<file path="src/rtl/gpio_pkg.sv">
// Shared constants and helpers for the GPIO pad controller.
package gpio_pkg;

    localparam logic PUSH_PULL         = 1'b0;
    localparam logic OPEN_DRAIN        = 1'b1;
    localparam int   DEBOUNCE_10MS_50M = 500000;

    // Open-drain only ever pulls low: the pad is released whenever the wanted value is 1.
    function automatic logic drive_oe(input logic mode, input logic oe, input logic value);
        return (mode == OPEN_DRAIN) ? (oe & ~value) : oe;
    endfunction

endpackage

</file>
<file path="src/rtl/gpio_pad_ctrl_if.sv">
// Signal bundle between the SoC GPIO block / pads (master) and gpio_pad_ctrl (slave).
interface gpio_pad_ctrl_if #(
    parameter int NUM_PINS = 8,
    parameter int PWM_BITS = 8
);
    logic [NUM_PINS-1:0]          out_i;
    logic [NUM_PINS-1:0]          oe_i;
    logic [NUM_PINS-1:0]          od_i;
    logic [NUM_PINS-1:0]          pad_i;
    logic [NUM_PINS-1:0]          pad_o;
    logic [NUM_PINS-1:0]          pad_oe;
    logic [NUM_PINS-1:0]          in_o;
    logic [NUM_PINS-1:0]          rise_o;
    logic [NUM_PINS-1:0]          fall_o;
    logic [NUM_PINS-1:0]          pending_o;
    logic [NUM_PINS-1:0]          irq_clr_i;
    logic [NUM_PINS-1:0]          irq_mask_i;
    logic                         irq_o;
    logic [NUM_PINS-1:0]          pwm_en_i;
    logic [NUM_PINS*PWM_BITS-1:0] pwm_duty_i;

    modport master (
        output out_i, oe_i, od_i, pad_i, irq_clr_i, irq_mask_i, pwm_en_i, pwm_duty_i,
        input  pad_o, pad_oe, in_o, rise_o, fall_o, pending_o, irq_o
    );

    modport slave (
        input  out_i, oe_i, od_i, pad_i, irq_clr_i, irq_mask_i, pwm_en_i, pwm_duty_i,
        output pad_o, pad_oe, in_o, rise_o, fall_o, pending_o, irq_o
    );
endinterface

</file>
<file path="src/rtl/gpio_in_filter.sv">
// Per-pin input path: synchroniser, optional debounce and registered rise/fall detect.
module gpio_in_filter #(
    parameter int SYNC_STAGES     = 2,
    parameter int DEBOUNCE_CYCLES = 500000,
    parameter bit DB_EN           = 1'b0
) (
    input  logic clk50,
    input  logic rst,
    input  logic pad,
    input  logic prime_load,
    input  logic primed,
    output logic level,
    output logic rise,
    output logic fall
);
    logic [SYNC_STAGES-1:0] sync_reg;
    logic                   sync;
    logic                   stable_reg;
    logic                   prev_reg;
    logic                   rise_reg;
    logic                   fall_reg;
    logic                   accept;

    assign sync = sync_reg[SYNC_STAGES-1];

    generate
        if (DB_EN) begin : g_db
            localparam int             CW      = $clog2(DEBOUNCE_CYCLES);
            localparam logic [CW-1:0]  CNT_MAX = CW'(DEBOUNCE_CYCLES - 1);
            logic [CW-1:0] cnt_reg;

            // Any return to the accepted level restarts the stability window.
            always_ff @(posedge clk50 or posedge rst) begin
                if (rst)
                    cnt_reg <= '0;
                else if (!primed || sync == stable_reg || cnt_reg == CNT_MAX)
                    cnt_reg <= '0;
                else
                    cnt_reg <= cnt_reg + 1'b1;
            end

            assign accept = primed && (sync != stable_reg) && (cnt_reg == CNT_MAX);
        end else begin : g_nodb
            assign accept = primed;
        end
    endgenerate

    always_ff @(posedge clk50 or posedge rst) begin
        if (rst) begin
            sync_reg   <= '0;
            stable_reg <= 1'b0;
            prev_reg   <= 1'b0;
            rise_reg   <= 1'b0;
            fall_reg   <= 1'b0;
        end else begin
            sync_reg <= {sync_reg[SYNC_STAGES-2:0], pad};
            // Priming seeds both stable and prev so the power-up level never looks like an edge.
            if (prime_load) begin
                stable_reg <= sync;
                prev_reg   <= sync;
            end else begin
                if (accept)
                    stable_reg <= sync;
                prev_reg <= stable_reg;
            end
            rise_reg <= primed & stable_reg & ~prev_reg;
            fall_reg <= primed & ~stable_reg & prev_reg;
        end
    end

    assign level = stable_reg;
    assign rise  = rise_reg;
    assign fall  = fall_reg;
endmodule

</file>
<file path="src/rtl/gpio_pad_ctrl.sv">
// GPIO pad controller: pad drive, filtered inputs, sticky pending flags and IRQ.
// Optional per-pin PWM output when GPIO_PWM_EN is defined.
module gpio_pad_ctrl
    import gpio_pkg::*;
#(
    parameter int                     NUM_PINS        = 8,
    parameter int                     SYNC_STAGES     = 2,
    parameter int                     DEBOUNCE_CYCLES = DEBOUNCE_10MS_50M,
    parameter logic [NUM_PINS-1:0]    DB_MASK         = 8'h02,
    parameter int                     PWM_BITS        = 8
) (
    input  logic            clk50,
    input  logic            rst,
    gpio_pad_ctrl_if.slave  bus
);
    localparam int PW = $clog2(SYNC_STAGES + 1) + 1;

    logic [PW-1:0]       prime_cnt_reg;
    logic                primed_reg;
    logic                prime_load;
    logic [NUM_PINS-1:0] eff_out;
    logic [NUM_PINS-1:0] pad_o_next, pad_oe_next;
    logic [NUM_PINS-1:0] pad_o_reg, pad_oe_reg;
    logic [NUM_PINS-1:0] level, rise, fall;
    logic [NUM_PINS-1:0] pending_reg;
    logic                irq_reg;

    // Inputs are trusted once the synchroniser has flushed its reset contents.
    assign prime_load = ~primed_reg && (prime_cnt_reg == PW'(SYNC_STAGES));

    always_ff @(posedge clk50 or posedge rst) begin
        if (rst) begin
            prime_cnt_reg <= '0;
            primed_reg    <= 1'b0;
        end else if (!primed_reg) begin
            prime_cnt_reg <= prime_cnt_reg + 1'b1;
            if (prime_load)
                primed_reg <= 1'b1;
        end
    end

`ifdef GPIO_PWM_EN
    logic [PWM_BITS-1:0] pwm_cnt_reg;

    always_ff @(posedge clk50 or posedge rst) begin
        if (rst)
            pwm_cnt_reg <= '0;
        else
            pwm_cnt_reg <= pwm_cnt_reg + 1'b1;
    end

    for (genvar gi = 0; gi < NUM_PINS; gi++) begin : g_pwm
        assign eff_out[gi] = bus.pwm_en_i[gi]
                           ? (pwm_cnt_reg < bus.pwm_duty_i[gi*PWM_BITS +: PWM_BITS])
                           : bus.out_i[gi];
    end
`else
    assign eff_out = bus.out_i;
`endif

    for (genvar gi = 0; gi < NUM_PINS; gi++) begin : g_pin
        assign pad_o_next[gi]  = (bus.od_i[gi] == OPEN_DRAIN) ? 1'b0 : eff_out[gi];
        assign pad_oe_next[gi] = drive_oe(bus.od_i[gi], bus.oe_i[gi], eff_out[gi]);

        gpio_in_filter #(
            .SYNC_STAGES     (SYNC_STAGES),
            .DEBOUNCE_CYCLES (DEBOUNCE_CYCLES),
            .DB_EN           (DB_MASK[gi])
        ) u_filter (
            .clk50      (clk50),
            .rst        (rst),
            .pad        (bus.pad_i[gi]),
            .prime_load (prime_load),
            .primed     (primed_reg),
            .level      (level[gi]),
            .rise       (rise[gi]),
            .fall       (fall[gi])
        );
    end

    // A new edge in the same cycle as a clear keeps the flag set.
    always_ff @(posedge clk50 or posedge rst) begin
        if (rst) begin
            pad_o_reg   <= '0;
            pad_oe_reg  <= '0;
            pending_reg <= '0;
            irq_reg     <= 1'b0;
        end else begin
            pad_o_reg   <= pad_o_next;
            pad_oe_reg  <= pad_oe_next;
            pending_reg <= (pending_reg & ~bus.irq_clr_i) | rise | fall;
            irq_reg     <= |(pending_reg & bus.irq_mask_i);
        end
    end

    assign bus.pad_o     = pad_o_reg;
    assign bus.pad_oe    = pad_oe_reg;
    assign bus.in_o      = level;
    assign bus.rise_o    = rise;
    assign bus.fall_o    = fall;
    assign bus.pending_o = pending_reg;
    assign bus.irq_o     = irq_reg;
endmodule
</file>
<file path="src/flat_wrapper.sv">
// flat-port wrapper written by rule: the top's interface ports become plain ports
module gpio_pad_ctrl_flat import gpio_pkg::*;
#(
    parameter int                     NUM_PINS        = 8,
    parameter int                     SYNC_STAGES     = 2,
    parameter int                     DEBOUNCE_CYCLES = DEBOUNCE_10MS_50M,
    parameter logic [NUM_PINS-1:0]    DB_MASK         = 8'h02,
    parameter int                     PWM_BITS        = 8
)
  (clk50, rst, bus_out_i, bus_oe_i, bus_od_i, bus_pad_i, bus_irq_clr_i, bus_irq_mask_i, bus_pwm_en_i, bus_pwm_duty_i, bus_pad_o, bus_pad_oe, bus_in_o, bus_rise_o, bus_fall_o, bus_pending_o, bus_irq_o);
  gpio_pad_ctrl_if #(.NUM_PINS(NUM_PINS), .PWM_BITS(PWM_BITS)) bus_i ();
  input  logic clk50;
  input  logic rst;
  input wire logic [$bits(bus_i.out_i)-1:0] bus_out_i;
  input wire logic [$bits(bus_i.oe_i)-1:0] bus_oe_i;
  input wire logic [$bits(bus_i.od_i)-1:0] bus_od_i;
  input wire logic [$bits(bus_i.pad_i)-1:0] bus_pad_i;
  input wire logic [$bits(bus_i.irq_clr_i)-1:0] bus_irq_clr_i;
  input wire logic [$bits(bus_i.irq_mask_i)-1:0] bus_irq_mask_i;
  input wire logic [$bits(bus_i.pwm_en_i)-1:0] bus_pwm_en_i;
  input wire logic [$bits(bus_i.pwm_duty_i)-1:0] bus_pwm_duty_i;
  output wire logic [$bits(bus_i.pad_o)-1:0] bus_pad_o;
  output wire logic [$bits(bus_i.pad_oe)-1:0] bus_pad_oe;
  output wire logic [$bits(bus_i.in_o)-1:0] bus_in_o;
  output wire logic [$bits(bus_i.rise_o)-1:0] bus_rise_o;
  output wire logic [$bits(bus_i.fall_o)-1:0] bus_fall_o;
  output wire logic [$bits(bus_i.pending_o)-1:0] bus_pending_o;
  output wire logic [$bits(bus_i.irq_o)-1:0] bus_irq_o;
  assign bus_i.out_i = bus_out_i;
  assign bus_i.oe_i = bus_oe_i;
  assign bus_i.od_i = bus_od_i;
  assign bus_i.pad_i = bus_pad_i;
  assign bus_i.irq_clr_i = bus_irq_clr_i;
  assign bus_i.irq_mask_i = bus_irq_mask_i;
  assign bus_i.pwm_en_i = bus_pwm_en_i;
  assign bus_i.pwm_duty_i = bus_pwm_duty_i;
  assign bus_pad_o = bus_i.pad_o;
  assign bus_pad_oe = bus_i.pad_oe;
  assign bus_in_o = bus_i.in_o;
  assign bus_rise_o = bus_i.rise_o;
  assign bus_fall_o = bus_i.fall_o;
  assign bus_pending_o = bus_i.pending_o;
  assign bus_irq_o = bus_i.irq_o;
  gpio_pad_ctrl #(.NUM_PINS(NUM_PINS), .SYNC_STAGES(SYNC_STAGES), .DEBOUNCE_CYCLES(DEBOUNCE_CYCLES), .DB_MASK(DB_MASK), .PWM_BITS(PWM_BITS)) u_core (.clk50(clk50), .rst(rst), .bus(bus_i));
endmodule
</file>
<file path="config.mk">
export PLATFORM = sky130hd
export DESIGN_NAME = gpio_pad_ctrl_flat
export DESIGN_NICKNAME = d
export VERILOG_FILES = /design/src/rtl/gpio_pkg.sv /design/src/rtl/gpio_pad_ctrl_if.sv /design/src/rtl/gpio_in_filter.sv /design/src/rtl/gpio_pad_ctrl.sv /design/src/flat_wrapper.sv
export SDC_FILE = /design/constraint.sdc
export NUM_CORES = 1
export LEC_CHECK = 0
export ABC_AREA = 0
export ABC_CLOCK_PERIOD_IN_PS = 3800
export BUFFER_PORTS_ARGS = -buffer_cell sky130_fd_sc_hd__buf_4
export CORE_ASPECT_RATIO = 0.6
export CORE_UTILIZATION = 40
export CTS_BUF_LIST = sky130_fd_sc_hd__clkbuf_8 sky130_fd_sc_hd__clkbuf_16
export CTS_CLUSTER_SIZE = 14
export DETAILED_ROUTE_END_ITERATION = 10
export PLACE_DENSITY = 0.7
export SLEW_MARGIN = 20
export SYNTH_ARGS = -nofsm -noshare
export SYNTH_HDL_FRONTEND = slang
export SYNTH_HIERARCHICAL = 1
export SYNTH_SLANG_ARGS = --single-unit
</file>
<file path="constraint.sdc">
create_clock -name clk50 -period 3.8 [get_ports clk50]
set_clock_uncertainty 0.1 [all_clocks]
set_input_delay 0.76 -clock clk50 [delete_from_list [all_inputs] [get_ports clk50]]
set_output_delay 0.76 -clock clk50 [all_outputs]
set_load 0.1 [all_outputs]
</file>
Word level (Yosys, flattened, before mapping)
Index checks and enable logic that the tools add are counted.
- flip-flop bits (word level): 96
- latch bits: 0
- RAM bits: 0
- memory bits (read-only): 0
- logic and storage cells: 175
- memories kept: 0
- add/sub/neg operators: 2
- $mul: 0
- divide/modulo/power cells: 0
- order comparisons: 0
- equality and inequality tests: 4
- shift-type cells: 0
- muxes and demuxes: 43
- bitwise logic cells: 70
- reduce and logical (&&, ||, !) cells: 9
- operator list (cell ; number):
    1-bit two-way mux ; 42
    1-bit bitwise AND ; 40
    1-bit NOT ; 25
    19-bit by 1-bit adder with 19-bit output, second input constant ; 1
    19-bit equality test, second input constant ; 1
    19-bit two-way mux ; 1
    8-bit bitwise AND ; 2
    8-bit bitwise OR ; 2
    8-bit NOT ; 1
    8-bit OR reduction ; 1
    2-bit nonzero test ; 2
    3-bit by 1-bit adder with 3-bit output, second input constant ; 1
    3-bit by 2-bit equality test with 1-bit output, second input constant ; 1
    1-bit logical AND ; 3
    1-bit logical OR ; 2
    1-bit equality test ; 1
    1-bit logical NOT ; 1
    1-bit != test ; 1

Logic depth before layout (Yosys ltp)
Gate-level depths: netlist of run 1.
- depth after elaboration: 5
- depth in mapped cells: 7
- mapped depth without buffers: 6

Cells and area by module
Netlist of run 1, hierarchy kept.
- modules (own cells, without submodules) (module ; times used ; cells each ; area an instance (um2)):
    gpio_in_filter (u_core.g_pin[0].u_filter ...) ; 7 ; 13 ; 197.7
    gpio_in_filter (u_core.g_pin[1].u_filter) ; 1 ; 116 ; 1214.9
    gpio_pad_ctrl ; 1 ; 86 ; 1053.5

Worst setup path before layout of run 1
OpenSTA, ideal clock, no wires.
- kind: reg2reg
- start: register u_core.primed_reg
- end: register u_core.g_pin[0].u_filter.stable_reg
- library setup time: 0.128 ns
- data arrival time: 1.716 ns
- required time: 3.572 ns
- slack: 1.855 ns
- cell stages (with the launch flop): 4
- path through: dfrtp_1 nor2_1 nor2_1 mux2_1
- cells in the longest elaborated chain, start to end: 3
- ends and longest elaborated chain (element ; line ; text):
    start: declaration ; gpio_pad_ctrl.sv:19 ; logic primed_reg;
    start signal: assignment ; gpio_pad_ctrl.sv:34 ; primed_reg <= 1'b0;
    start signal: assignment ; gpio_pad_ctrl.sv:38 ; primed_reg <= 1'b1;
    1-bit NOT (*) ; gpio_pad_ctrl.sv:29 ; assign prime_load = ~primed_reg && (prime_cnt_reg == PW'(SYNC_STAGES));
    1-bit logical AND (*) ; gpio_pad_ctrl.sv:29 ;
    via u_core.prime_load ; gpio_pad_ctrl.sv:20 ; logic prime_load;
    1-bit two-way mux / 2-bit nonzero test (equally long branches) ; - ;
    end signal: assignment ; gpio_in_filter.sv:59 ; stable_reg <= sync;
    end signal: assignment ; gpio_in_filter.sv:63 ; stable_reg <= sync;
    end: declaration ; gpio_in_filter.sv:18 ; logic stable_reg;
Mark *: on every way through the listed nets, which the timed path passes. The rest lies on a longest branch.
A chain may end at the register's enable or synchronous reset.

Worst setup path in the final report of run 1
- start: register u_core.g_pin[1].u_filter.g_db.cnt_reg[9]
- end: register u_core.g_pin[1].u_filter.g_db.cnt_reg[12]
- cells in the longest elaborated chain, start to end: 3
- ends and longest elaborated chain (element ; line ; text):
    start: declaration ; gpio_in_filter.sv:30 ; logic [CW-1:0] cnt_reg;
    start signal: assignment ; gpio_in_filter.sv:39 ; cnt_reg <= cnt_reg + 1'b1;
    branches (longest 2 deep; another with 19-bit by 1-bit adder with 19-bit output) ; - ;
    19-bit two-way mux (*) ; gpio_in_filter.sv:36 ; else if (!primed || sync == stable_reg || cnt_reg == CNT_MAX)
Every way passes the cells marked *.

==> results of run 1 <==
-- Yosys cell counts, drive strengths merged --
cell type / count / area share
nand3: 7 / 0.012
or3: 1 / 0.0017
nand3b: 1 / 0.0021
ha: 3 / 0.010
xor2: 3 / 0.0072
nand2: 15 / 0.015
nor2b: 8 / 0.014
and3b: 7 / 0.019
nand4: 5 / 0.013
dfrtp: 96 / 0.66
a21boi: 8 / 0.016
a21o: 1 / 0.0024
a22oi: 4 / 0.0082
or4: 3 / 0.0062
mux2: 16 / 0.049
xnor2: 14 / 0.034
and3: 1 / 0.0017
nand2b: 4 / 0.0069
or4bb: 1 / 0.0031
a31oi: 1 / 0.0017
nand4bb: 1 / 0.0031
inv: 23 / 0.024
nor2: 43 / 0.044
nor3: 6 / 0.0082
a21oi: 3 / 0.0051
buf: 2 / 0.0086
nor4: 5 / 0.010
o21ai: 11 / 0.015
-- final timing paths --
check,start,endpoint,slack [ns]
worst max register to register,u_core/g_pin[1].u_filter/g_db.cnt_reg[9],u_core/g_pin[1].u_filter/g_db.cnt_reg[12],1.75
max in group asynchronous,rst,u_core/g_pin[1].u_filter/g_db.cnt_reg[13],2.43
worst min-delay path,u_core/g_pin[3].u_filter/sync_reg[0],u_core/g_pin[3].u_filter/sync_reg[1],0.25
worst max-delay path,u_core/g_pin[1].u_filter/g_db.cnt_reg[9],u_core/g_pin[1].u_filter/g_db.cnt_reg[12],1.75
worst min register to register,u_core/g_pin[3].u_filter/sync_reg[0],u_core/g_pin[3].u_filter/sync_reg[1],0.25
min in group asynchronous,rst,u_core/g_pin[4].u_filter/rise,0.29
-- worst max-delay path, cell delays in order (launching register included) --
cell and delay (ns):
dfrtp_1 0.43, or4_1 0.56, nor4_2 0.32, a21o_2 0.42, nor2_1 0.09
-- metrics by stage --
stage	cells	worst slack (ns)	power [mW]	cell area, µm²	hold WS (ns)
2_1_floorplan	293	1.86	1.42	3650	0.231
3_3_place_gp	503	1.75	1.53	4510	0.234
3_5_place_dp	503	1.74	1.54	4510	0.239
4_1_cts	519	1.73	2.57	4860	0.252
5_1_grt	519	1.58	2.64	4860	0.258
6_report	519	1.75	2.54	4860	0.250
-- where the power goes --
group	internal (mW)	leakage, nW	switching [mW]	total (mW)
Sequential	1.07	1.18	0.0320	1.10
Combinational	0.101	0.997	0.311	0.412
Clock	0.658	0.174	0.367	1.03
-- cells by family (layout without fill, tap and decap cells) --
kind of cell             Yosys count  after routing
XOR/XNOR                          17             17
AND/OR/NAND/NOR                  108            108
adder cells (fa/ha/maj)            3              3
AO/OA/AOI/OAI                     28             28
multiplexers                      16             16
buffers and inverters             25            139
flip-flops                        96             96
-- routing by layer --
layer / routed length (µm) / share of wire / track usage / vias to the layer above
li1: - / - / - / 1194
met1: 3610 / 0.49 / 0.235 / 1182
met2: 3330 / 0.45 / 0.259 / 51
met3: 329 / 0.045 / 0.0548 / 8
met4: 106 / 0.014 / 0.0549 / 0
met5: 0 / 0 / 0 / -
-- area by class of cell --
| class | instances | area, µm² | area share |
|---|---|---|---|
| Clock buffer | 10 | 239 | 0.0492 |
| Clock inverter | 6 | 108 | 0.0221 |
| Inverter | 23 | 86.3 | 0.0178 |
| Multi-Input combinational cell | 172 | 1130 | 0.233 |
| Sequential cell | 96 | 2400 | 0.494 |
| Tap cell | 112 | 140 | 0.0288 |
| Timing Repair Buffer | 100 | 751 | 0.155 |
==> summary.md, run 1 <==
| Metric | Value |
|---|---|
| Fraction of layout cells with a size suffix above 1 | `0.339` |
| Largest net degree at the start of global routing | `31` |
| # H-tree levels | `3` |
| Clock Sinks | `96` |
| CTS tree | `done` |
| Clock Path Buffers | `2` |
| Syn_nets | `between 400 and 500` |
| Critical Path RT | `approximately 4 ns` |
| Status | `complete, but fails checks` |
| Max reg flops | `19` |
| Commonest non-fill, non-tap cell in the layout | `buf_4` |
| Mux contribution to synthesized area | `0.0493` |
| Largest family of logic cells by synthesized area | `simple AND/OR/NAND/NOR gates` |
| Final Hold Viols | `0` |
| Post-Synthesis Cell Area | `3650 µm²` |
| Root buffer cell | `clkbuf_16` |
| Slew HR | `0.376` |
| Commonest non-fill, non-tap cells in the layout | `100 x buf_4, 96 x dfrtp_1, 43 x nor2_1` |
| Vias per cell | `4.69` |
| Min Tclk post-route | `a little over 2 ns` |
| Gate Count Post-Synth | `293` |
| Min-Delay Path Class | `flip-flop to flip-flop` |
| Vias in the first global route | `2450` |
| Global-route wire length before repair | `12.4 mm` |
| Max Fclk | `0.487 GHz` |
| YS warnings | `6` |
| CTS buffer count | `9` |
| Synth Register Bits | `96` |
| Number of port buffers | `around 100` |
| Pleak | `between 2 and 2.5 nW` |
| RSZ-0062 raised after global routing | `false` |
| Post-route ant nets | `0` |
| Cell Pwr Density | `523 nW/µm²` |
| Compound-Gate Fraction of Synth Area | `0.0490` |
| Initial drt markers | `99` |
| Violated checks | `DRC` |
| IO Count | `171` |
| Total iterations of the first detailed-routing run | `7` |
| Die Y | `76.0 µm` |
| Worst skew pair latency | `around 0.34 ns` |
| Syn_area_per_cell | `approximately 12 µm²` |
| Critical path peak fanout | `19` |
| Max Cap Viol | `0` |
| Core Util, Final | `0.559` |
| Gr ovfl total | `0` |
| Fin nets | `between 500 and 600` |
| Hold Crit Depth | `0` |
| Setup-failing EPs final | `0` |
| Die area | `~9500 µm²` |
| Fin Setup TNS | `0 ns` |
| Overall global routing resource usage | `0.171` |
| Initial antenna violation count | `0` |
| Post-CTS setup buffers | `0` |
| Post-CTS Hold Fix Bufs | `0` |
| Ant. Diodes | `0` |
| Worst slew pin tran | `0.935 ns` |
| Gpl congestion | `around 0.80` |
| Worst Path Arrival | `~2.2 ns` |
| CP Capture Type | `flip-flop` |
| Setup CP Type | `flip-flop to flip-flop` |
| Adder-cell share of the synthesized area | `0.0103` |
| Register-to-Register Path Depth | `4` |
| PostCTS Resize Cnt | `0` |
| Initial Utilization | `0.420` |
| Drt drc | `5` |
| Peak supply drop | `0.263 mV` |
| Die Span X | `about 130 µm` |
| XOR/XNOR Fraction of Synth Area | `0.0408` |
| Post-synthesis sequential area ratio | `0.658` |
| # rows | `26` |
| Tcrit/Tclk final | `0.540` |
| Reg clk slew, reported paths | `0.06 ns` |
| Area Overhead vs Synth | `33.0%` |
| Wirelength, routed | `~7.4 mm` |
| Vias | `2435` |
| Unique masters post-synth | `36` |
| Fill cells | `748` |
| Critical Path Start Type | `flip-flop` |
| Post-synthesis simple-gate area fraction | `0.161` |
| DR WL/cell | `14.2 µm` |
| Core area | `8690 µm²` |
| Final slew viol count | `0` |
| DPL Wire Length | `5.56 mm` |
Note: power is estimated with default switching activity, not from simulation.
==> run 2, diff against run 1 <==
--- a/config.mk
+++ b/config.mk
@@ -5,15 +5,15 @@
 export SDC_FILE = /design/constraint.sdc
 export NUM_CORES = 1
 export LEC_CHECK = 0
-export ABC_AREA = 0
-export ABC_CLOCK_PERIOD_IN_PS = 3800
+export ABC_AREA = 1
+export ABC_CLOCK_PERIOD_IN_PS = 1800
 export BUFFER_PORTS_ARGS = -buffer_cell sky130_fd_sc_hd__buf_4
 export CORE_ASPECT_RATIO = 0.6
 export CORE_UTILIZATION = 40
 export CTS_BUF_LIST = sky130_fd_sc_hd__clkbuf_8 sky130_fd_sc_hd__clkbuf_16
 export CTS_CLUSTER_SIZE = 14
 export DETAILED_ROUTE_END_ITERATION = 10
-export PLACE_DENSITY = 0.7
+export PLACE_DENSITY = 0.72
 export SLEW_MARGIN = 20
 export SYNTH_ARGS = -nofsm -noshare
 export SYNTH_HDL_FRONTEND = slang
==> constraint.sdc (replaced) <==
create_clock -name clk50 -period 1.8 [get_ports clk50]
set_clock_uncertainty 0.1 [all_clocks]
set_input_delay 0.36 -clock clk50 [delete_from_list [all_inputs] [get_ports clk50]]
set_output_delay 0.36 -clock clk50 [all_outputs]
set_load 0.1 [all_outputs]
==> summary.md, run 2 <==
| Metric | Value |
|---|---|
| Status | `completed (was complete, but fails checks)` |
| Die Y | `78.0 µm (was 76.0 µm)` |
| Fin Setup TNS | `0 ns (unchanged)` |
| CTS buffer count | `9 (unchanged)` |
| Worst Path Arrival | `1.75 ns (was 2.17 ns)` |
| Commonest non-fill, non-tap cells in the layout | `103 x buf_4, 95 x nand2_1, 94 x dfrtp_1 (was 100 x buf_4, 96 x dfrtp_1, 43 x nor2_1)` |
| Gr ovfl total | `0 (unchanged)` |
| Register-to-Register Path Depth | `6 (was 4)` |
| Setup-failing EPs final | `0 (unchanged)` |
| Post-synthesis async set-or-reset flop share | `1.00 (unchanged)` |
| Fin nets | `648 (was 527)` |
| Final slew viol count | `0 (unchanged)` |
| Peak supply drop | `0.519 mV (was 0.263 mV)` |
| Commonest non-fill, non-tap cell in the layout | `buf_4 (unchanged)` |
| Initial antenna violation count | `0 (unchanged)` |
| Worst skew pair latency | `0.33 ns (was 0.34 ns)` |
| Critical Path Start Type | `flip-flop (unchanged)` |
| Cell Pwr Density | `994 nW/µm² (was 523 nW/µm²)` |
| Drt drc | `0 (was 5)` |
| Root buffer cell | `clkbuf_16 (unchanged)` |
| Post-synthesis simple-gate area fraction | `0.231 (was 0.161)` |
| Min-Delay Path Class | `input port to flip-flop (was flip-flop to flip-flop)` |
| Initial drt markers | `214 (was 99)` |
| XOR/XNOR Fraction of Synth Area | `0.0205 (was 0.0408)` |
| Placed cell count | `641 (was 503)` |
| IO Count | `171 (unchanged)` |
| # rows | `27 (was 26)` |
| Syn_area_per_cell | `9.42 µm² (was 12.5 µm²)` |
| Largest family of logic cells by synthesized area | `simple AND/OR/NAND/NOR gates (unchanged)` |
| Wirelength, routed | `8.21 mm (was 7.37 mm)` |
| Max reg flops | `19 (unchanged)` |
| Crit-path cells | `ha_2 -> nand3_4 -> nor3_4 -> nand2_2 -> nand2_4 -> nor2_1 (was or4_1 -> nor4_2 -> a21o_2 -> nor2_1)` |
| Synth Register Bits | `96 (unchanged)` |
| Gpl congestion | `0.872 (was 0.796)` |
| Number of port buffers | `98 (unchanged)` |
| CP max-delay cell | `dfrtp_1 (was or4_1)` |
| Top cell types by occurrence after synthesis | `96 x dfrtp_1, 95 x nand2_1, 80 x nor2_1 (was 96 x dfrtp_1, 43 x nor2_1, 23 x inv_1)` |
| DR WL/cell | `12.5 µm (was 14.2 µm)` |
| Fraction of layout cells with a size suffix above 1 | `0.264 (was 0.339)` |
| Critical Path RT | `1.91 ns (was 3.92 ns)` |
| Worst slew pin tran | `0.430 ns (was 0.935 ns)` |
| Overall power | `5.06 mW (was 2.54 mW)` |
| Clock Path Buffers | `2 (unchanged)` |
| Compound-Gate Fraction of Synth Area | `0.0575 (was 0.0490)` |
| Buffers plus inverters on the worst setup path | `0 (unchanged)` |
| Vias per cell | `4.52 (was 4.69)` |
| Adder-cell share of the synthesized area | `0.00975 (was 0.0103)` |
| Most numerous cell in the Yosys netlist | `dfrtp_1 (unchanged)` |
| Syn_nets | `534 (was 418)` |
| Post-CTS setup buffers | `0 (unchanged)` |
| Clock Sinks | `96 (unchanged)` |
| Ant. Diodes | `0 (unchanged)` |
| Total iterations of the first detailed-routing run | `4 (was 7)` |
| Post-synthesis sequential area ratio | `0.624 (was 0.658)` |
| Slew HR | `0.712 (was 0.376)` |
| CP Capture Type | `flip-flop (unchanged)` |
| CTS tree | `done (unchanged)` |
| Final Hold Viols | `0 (unchanged)` |
| Max Fclk | `0.611 GHz (was 0.487 GHz)` |
| Post-synth EDFFs | `0 (unchanged)` |
| Min Tclk post-route | `1.64 ns (was 2.05 ns)` |
| DPL Wire Length | `6.03 mm (was 5.56 mm)` |
| Dominant synthesized flop cell | `dfrtp_1 (unchanged)` |
| Fill cells | `835 (was 748)` |
| Initial Utilization | `0.416 (was 0.420)` |
| YS warnings | `6 (unchanged)` |
| Mux contribution to synthesized area | `0 (was 0.0493)` |
| Post-route ant nets | `0 (unchanged)` |
| Gate Count Post-Synth | `409 (was 293)` |
| # H-tree levels | `3 (unchanged)` |
| Number of cells on the critical path | `6 (was 4)` |
| Overall global routing resource usage | `0.181 (was 0.171)` |
| Critical path peak fanout | `17 (was 19)` |
| Die Span X | `129 µm (was 125 µm)` |
| Core area | `9260 µm² (was 8690 µm²)` |
| Largest net degree at the start of global routing | `28 (was 31)` |
| Cell taking the most area after synthesis | `dfrtp_1 (unchanged)` |
| Share of the synthesized area in the top cell type | `0.624 (was 0.658)` |
| Tcrit/Tclk final | `0.909 (was 0.540)` |
| CP delay by family, top | `simple AND/OR/NAND/NOR gates (unchanged)` |
| Post-Synthesis Cell Area | `3850 µm² (was 3650 µm²)` |
| Unique masters post-synth | `24 (was 36)` |
| Final std cells w/o fill | `657 (was 519)` |
| Die area | `10000 µm² (was 9530 µm²)` |
| Reg clk slew, reported paths | `0.06 ns (about the same)` |
| Worst path max stage delay | `0.39 ns (was 0.56 ns)` |
| Max Cap Viol | `0 (unchanged)` |
| Vias | `2969 (was 2435)` |
| Global-route wire length before repair | `13.8 mm (was 12.4 mm)` |
| Setup CP Type | `flip-flop to flip-flop (unchanged)` |
| Vias in the first global route | `2896 (was 2450)` |
| Hold Crit Depth | `1 (was 0)` |
| Pleak | `2.63 nW (was 2.35 nW)` |
| Synth top area cells | `dfrtp_1 62%, nand2_1 9.3%, nor2_1 7.8% (was dfrtp_1 66%, nor2_1 4.4%, xnor2_1 3.4%)` |
| Area Overhead vs Synth | `32.2% (was 33.0%)` |
| RSZ-0062 raised after global routing | `false (unchanged)` |
run 2: cell types whose count changed in the layout (fill, tap and decap cells not counted), sizes merged, moves of 4 or more:
cell / before / now
mux2: 16 / 0
and3b: 7 / 0
nand3: 7 / 13
nor2: 43 / 83
inv: 24 / 58
xnor2: 14 / 2
nand2b: 4 / 0
nor4: 5 / 0
nand2: 15 / 99
xor2: 3 / 7
o21ai: 11 / 24
a22oi: 4 / 0
nor2b: 8 / 0
run 2: layer usage:
layer	routed length (µm)	GRT usage	share of wire	vias up
li1	-	-	-	1494
met1	3950	0.251	0.48	1360
met2	3490	0.268	0.43	105
met3	675	0.0579	0.082	10
met4	96	0.0612	0.012	0
met5	0	0	0	-
run 2: path summary, 6_finish.rpt:
| path | end | start | slack [ns] |
|---|---|---|---|
| hold / removal | u_core/g_pin[6].u_filter/sync_reg[0] | bus_pad_i[6] | 0.03 |
| setup / recovery | u_core/g_pin[1].u_filter/g_db.cnt_reg[14] | u_core/g_pin[1].u_filter/g_db.cnt_reg[0] | 0.16 |
| hold reg to reg | u_core/g_pin[2].u_filter/sync_reg[1] | u_core/g_pin[2].u_filter/sync_reg[0] | 0.25 |
| setup reg to reg | u_core/g_pin[1].u_filter/g_db.cnt_reg[14] | u_core/g_pin[1].u_filter/g_db.cnt_reg[0] | 0.16 |
| max in group asynchronous | u_core/primed_reg | rst | 0.61 |
| min in group asynchronous | u_core/bus.pending_o[2] | rst | 0.41 |
run 2: layout make-up:
| cell class | instances | area, µm² | area share |
|---|---|---|---|
| clock buffers | 10 | 239 | 0.0469 |
| clock inverters | 5 | 50.0 | 0.00983 |
| inverters | 56 | 210 | 0.0413 |
| multi-input cells | 256 | 1240 | 0.244 |
| flip-flops and latches | 96 | 2400 | 0.472 |
| well taps | 130 | 163 | 0.0319 |
| repair buffers | 104 | 783 | 0.154 |
run 2: power breakdown:
part,internal (mW),switching (mW)
registers,2.26,0.0722
clock network,1.09,0.746
logic,0.211,0.674
run 2: stage by stage:
stage	utilization	worst slack (ns)	cell area, µm²	hold slack, ns
after CTS	0.550	0.0907	5090	0.0156
after global placement	0.517	0.152	4790	0.204
after floorplan	-	-0.109	3860	0.0510
final	0.550	0.163	5090	0.0330
after global routing	0.550	0.0446	5090	0.0104
after detailed placement	0.517	0.102	4790	0.202
run 2: cell families after synthesis:
family	after synthesis
fa+ha+maj	3
buf+inv	57
compound gates	34
xor+xnor	9
flops	96
simple gates	210
run 2: worst reg2reg max path, delay by kind of cell (launching register included):
| kind | cells | cell delay (ns) |
|---|---|---|
| AND/OR/NAND/NOR | 5 | 0.76 |
| adder cells (fa/ha/maj) | 1 | 0.27 |
| flip-flops | 1 | 0.39 |
run 2: what timing repair did:
| item | CTS | global route |
|---|---|---|
| hold endpoints to repair | 44 | 0 |
| setup endpoints to repair | 0 | 17 |
| gates resized for setup | 0 | 1 |
| hold buffers | 1 | 0 |
==> run 3, diff against run 2 <==
--- a/config.mk
+++ b/config.mk
@@ -9,11 +9,11 @@
 export ABC_CLOCK_PERIOD_IN_PS = 1800
 export BUFFER_PORTS_ARGS = -buffer_cell sky130_fd_sc_hd__buf_4
 export CORE_ASPECT_RATIO = 0.6
-export CORE_UTILIZATION = 40
+export CORE_UTILIZATION = 42
 export CTS_BUF_LIST = sky130_fd_sc_hd__clkbuf_8 sky130_fd_sc_hd__clkbuf_16
 export CTS_CLUSTER_SIZE = 14
 export DETAILED_ROUTE_END_ITERATION = 10
-export PLACE_DENSITY = 0.72
+export PLACE_DENSITY = 0.75
 export SLEW_MARGIN = 20
 export SYNTH_ARGS = -nofsm -noshare
 export SYNTH_HDL_FRONTEND = slang
==> summary.md, run 3 (synthesis gave the netlist of run 2 again) <==
| Metric | Value |
|---|---|
| Peak supply drop | `0.682 mV (was 0.519 mV)` |
| Slew HR | `0.720 (was 0.712)` |
| # rows | `26 (was 27)` |
| CP Capture Type | `flip-flop (unchanged)` |
| Worst path max stage delay | `0.39 ns (about the same)` |
| Max reg flops | `19 (unchanged)` |
| Met2 Use GR | `0.282 (was 0.268)` |
| Initial antenna violation count | `0 (unchanged)` |
| Place WS | `0.0920 ns (was 0.102 ns)` |
| Global-route wire length before repair | `13.7 mm (was 13.8 mm)` |
| Worst Path Arrival | `1.75 ns (about the same)` |
| DPL Wire Length | `6.02 mm (was 6.03 mm)` |
| Initial drt markers | `146 (was 214)` |
| Largest net degree at the start of global routing | `27 (was 28)` |
| Wirelength, routed | `8.06 mm (was 8.21 mm)` |
| Vias in the first global route | `2910 (was 2896)` |
| Root buffer cell | `clkbuf_16 (unchanged)` |
| Commonest non-fill, non-tap cells in the layout | `102 x buf_4, 95 x nand2_1, 94 x dfrtp_1 (was 103 x buf_4, 95 x nand2_1, 94 x dfrtp_1)` |
| Met1 GRT Util | `0.248 (was 0.251)` |
| Violated checks | `DRC` |
| Ant. Diodes | `0 (unchanged)` |
| Gr ovfl total | `0 (unchanged)` |
| RR Endpoint | `u_core/g_pin[1].u_filter/g_db.cnt_reg[15] (was u_core/g_pin[1].u_filter/g_db.cnt_reg[14])` |
| Area Overhead vs Synth | `32.9% (was 32.2%)` |
| Crit-path cells | `ha_2 -> nand3_4 -> nor3_4 -> nand2_2 -> nand2_4 -> nor2_1 (unchanged)` |
| Fraction of layout cells with a size suffix above 1 | `0.269 (was 0.264)` |
| Die Span X | `126 µm (was 129 µm)` |
| Hold Path Sink | `u_core/g_pin[4].u_filter/sync_reg[0] (was u_core/g_pin[6].u_filter/sync_reg[0])` |
| Final setup margin | `0.169 ns (was 0.163 ns)` |
| Overall global routing resource usage | `0.184 (was 0.181)` |
| Buffers plus inverters on the worst setup path | `0 (unchanged)` |
| Critical path peak fanout | `17 (unchanged)` |
| Post-route ant nets | `0 (unchanged)` |
| Min-Delay Path Class | `input port to flip-flop (unchanged)` |
| Switching power of the nets | `1.54 mW (was 1.49 mW)` |
| Max Cap Viol | `0 (unchanged)` |
| RSZ-0062 raised after global routing | `false (unchanged)` |
| Post-route cell area | `5120 µm² (was 5090 µm²)` |
| Hold Path Origin | `bus_pad_i[4] (was bus_pad_i[6])` |
| Busiest layer in global routing | `met2 (unchanged)` |
| Reg clk slew, reported paths | `0.07 ns (was 0.06 ns)` |
| Clock Path Buffers | `2 (unchanged)` |
| Final slew viol count | `0 (unchanged)` |
| Sw Share | `0.292 (was 0.295)` |
| IO Count | `171 (unchanged)` |
| Post-CTS setup buffers | `0 (unchanged)` |
| CTS tree | `done (unchanged)` |
| Commonest non-fill, non-tap cell in the layout | `buf_4 (unchanged)` |
| Pleak | `2.65 nW (was 2.63 nW)` |
| Flop-to-flop setup slack | `0.17 ns (was 0.16 ns)` |
| Worst skew pair latency | `0.34 ns (was 0.33 ns)` |
| Die Y | `76.2 µm (was 78.0 µm)` |
| Initial Utilization | `0.443 (was 0.416)` |
| DR WL/cell | `12.6 µm (was 12.5 µm)` |
| Register-to-Register Path Depth | `6 (unchanged)` |
| Hold WS | `0.0226 ns (was 0.0330 ns)` |
| Seq pwr share | `0.443 (was 0.462)` |
| Dpl cell area | `4780 µm² (was 4790 µm²)` |
| FF-to-FF Start | `u_core/g_pin[1].u_filter/g_db.cnt_reg[0] (unchanged)` |
| Gpl congestion | `0.889 (was 0.872)` |
| Min Tclk post-route | `1.63 ns (was 1.64 ns)` |
| CTS buffer count | `9 (unchanged)` |
| Combinational share of power | `0.167 (was 0.175)` |
| Overall power | `5.27 mW (was 5.06 mW)` |
| Worst slew pin tran | `0.419 ns (was 0.430 ns)` |
| Die area | `9570 µm² (was 10000 µm²)` |
| CP max-delay cell | `dfrtp_1 (unchanged)` |
| Number of port buffers | `98 (unchanged)` |
| Total iterations of the first detailed-routing run | `10 (was 4)` |
| Status | `complete, but fails checks (was completed)` |
| Clock share of power | `0.390 (was 0.364)` |
| Drt drc | `10 (was 0)` |
| Setup CP Type | `flip-flop to flip-flop (unchanged)` |
| Clock Sinks | `96 (unchanged)` |
| Hold Crit Depth | `1 (unchanged)` |
| Tcrit/Tclk final | `0.906 (was 0.909)` |
| Vias per cell | `4.66 (was 4.52)` |
| P_int | `3.73 mW (was 3.57 mW)` |
| # H-tree levels | `3 (unchanged)` |
| Vias | `2985 (was 2969)` |
| Cell Pwr Density | `1030 nW/µm² (was 994 nW/µm²)` |
| Met3 Track Usage GR | `0.0534 (was 0.0579)` |
| Core area | `8690 µm² (was 9260 µm²)` |
| CP delay by family, top | `simple AND/OR/NAND/NOR gates (unchanged)` |
| Max Fclk | `0.613 GHz (was 0.611 GHz)` |
| Critical Path RT | `1.92 ns (was 1.91 ns)` |
| Fin nets | `648 (unchanged)` |
| Final Hold Viols | `0 (unchanged)` |
| Critical Path Start Type | `flip-flop (unchanged)` |
| Setup-failing EPs final | `0 (unchanged)` |
## run 3: cell types whose count changed in the layout (fill, tap and decap cells not counted), sizes merged
cell and delta:
bufinv +1, clkinv +1, clkinvlp -1
## run 3: power by group through the flow
stage | Sequential [mW] | Clock (mW) | Combinational [mW]
2_1_floorplan | 2.86 | 0 | 0.146
3_3_place_gp | 2.37 | 0 | 0.874
3_5_place_dp | 2.38 | 0 | 0.885
4_1_cts | 2.34 | 2.10 | 0.888
5_1_grt | 2.35 | 2.21 | 0.930
6_report | 2.34 | 2.06 | 0.881
## run 3: metal layers
layer	part of all wire	wire length, µm
met1	0.47	3780
met2	0.46	3690
met3	0.062	501
met4	0.012	95
met5	0	0
## run 3: worst max path at each step
stage                                                            to  depth (start not counted)                                      from
after floorplan                      u_core/g_pin[1].u_filter/level                          9                   u_core/prime_cnt_reg[0]
after global placement     u_core/g_pin[1].u_filter/g_db.cnt_reg[8]                          6  u_core/g_pin[1].u_filter/g_db.cnt_reg[0]
after detailed placement   u_core/g_pin[1].u_filter/g_db.cnt_reg[7]                          6  u_core/g_pin[1].u_filter/g_db.cnt_reg[0]
after CTS                 u_core/g_pin[1].u_filter/g_db.cnt_reg[15]                          6  u_core/g_pin[1].u_filter/g_db.cnt_reg[0]
after global routing      u_core/g_pin[1].u_filter/g_db.cnt_reg[15]                          6  u_core/g_pin[1].u_filter/g_db.cnt_reg[0]
final                     u_core/g_pin[1].u_filter/g_db.cnt_reg[15]                          6  u_core/g_pin[1].u_filter/g_db.cnt_reg[0]
## run 3: timing repair
action | 4_1_cts | 5_1_grt
gates resized for setup | 0 | 1
hold buffers | 1 | 0
hold endpoints to repair | 45 | 0
setup endpoints to repair | 0 | 11
## run 3: cell type report
cell class                      count  area (µm²)
Inverter                           56         210
Timing Repair Buffer              104         796
Clock buffer                       10         239
Fill cell                         732        3570
Tap cell                          112         140
Clock inverter                      6        87.6
Multi-Input combinational cell    256        1240
Sequential cell                    96        2400
## run 3: metrics by stage
step	utilization	instances	TNS (ns)
floorplan	-	409	-0.128
global placement	0.550	623	0
detailed placement	0.550	623	0
CTS	0.589	640	0
global route	0.589	640	0
finish	0.589	640	0
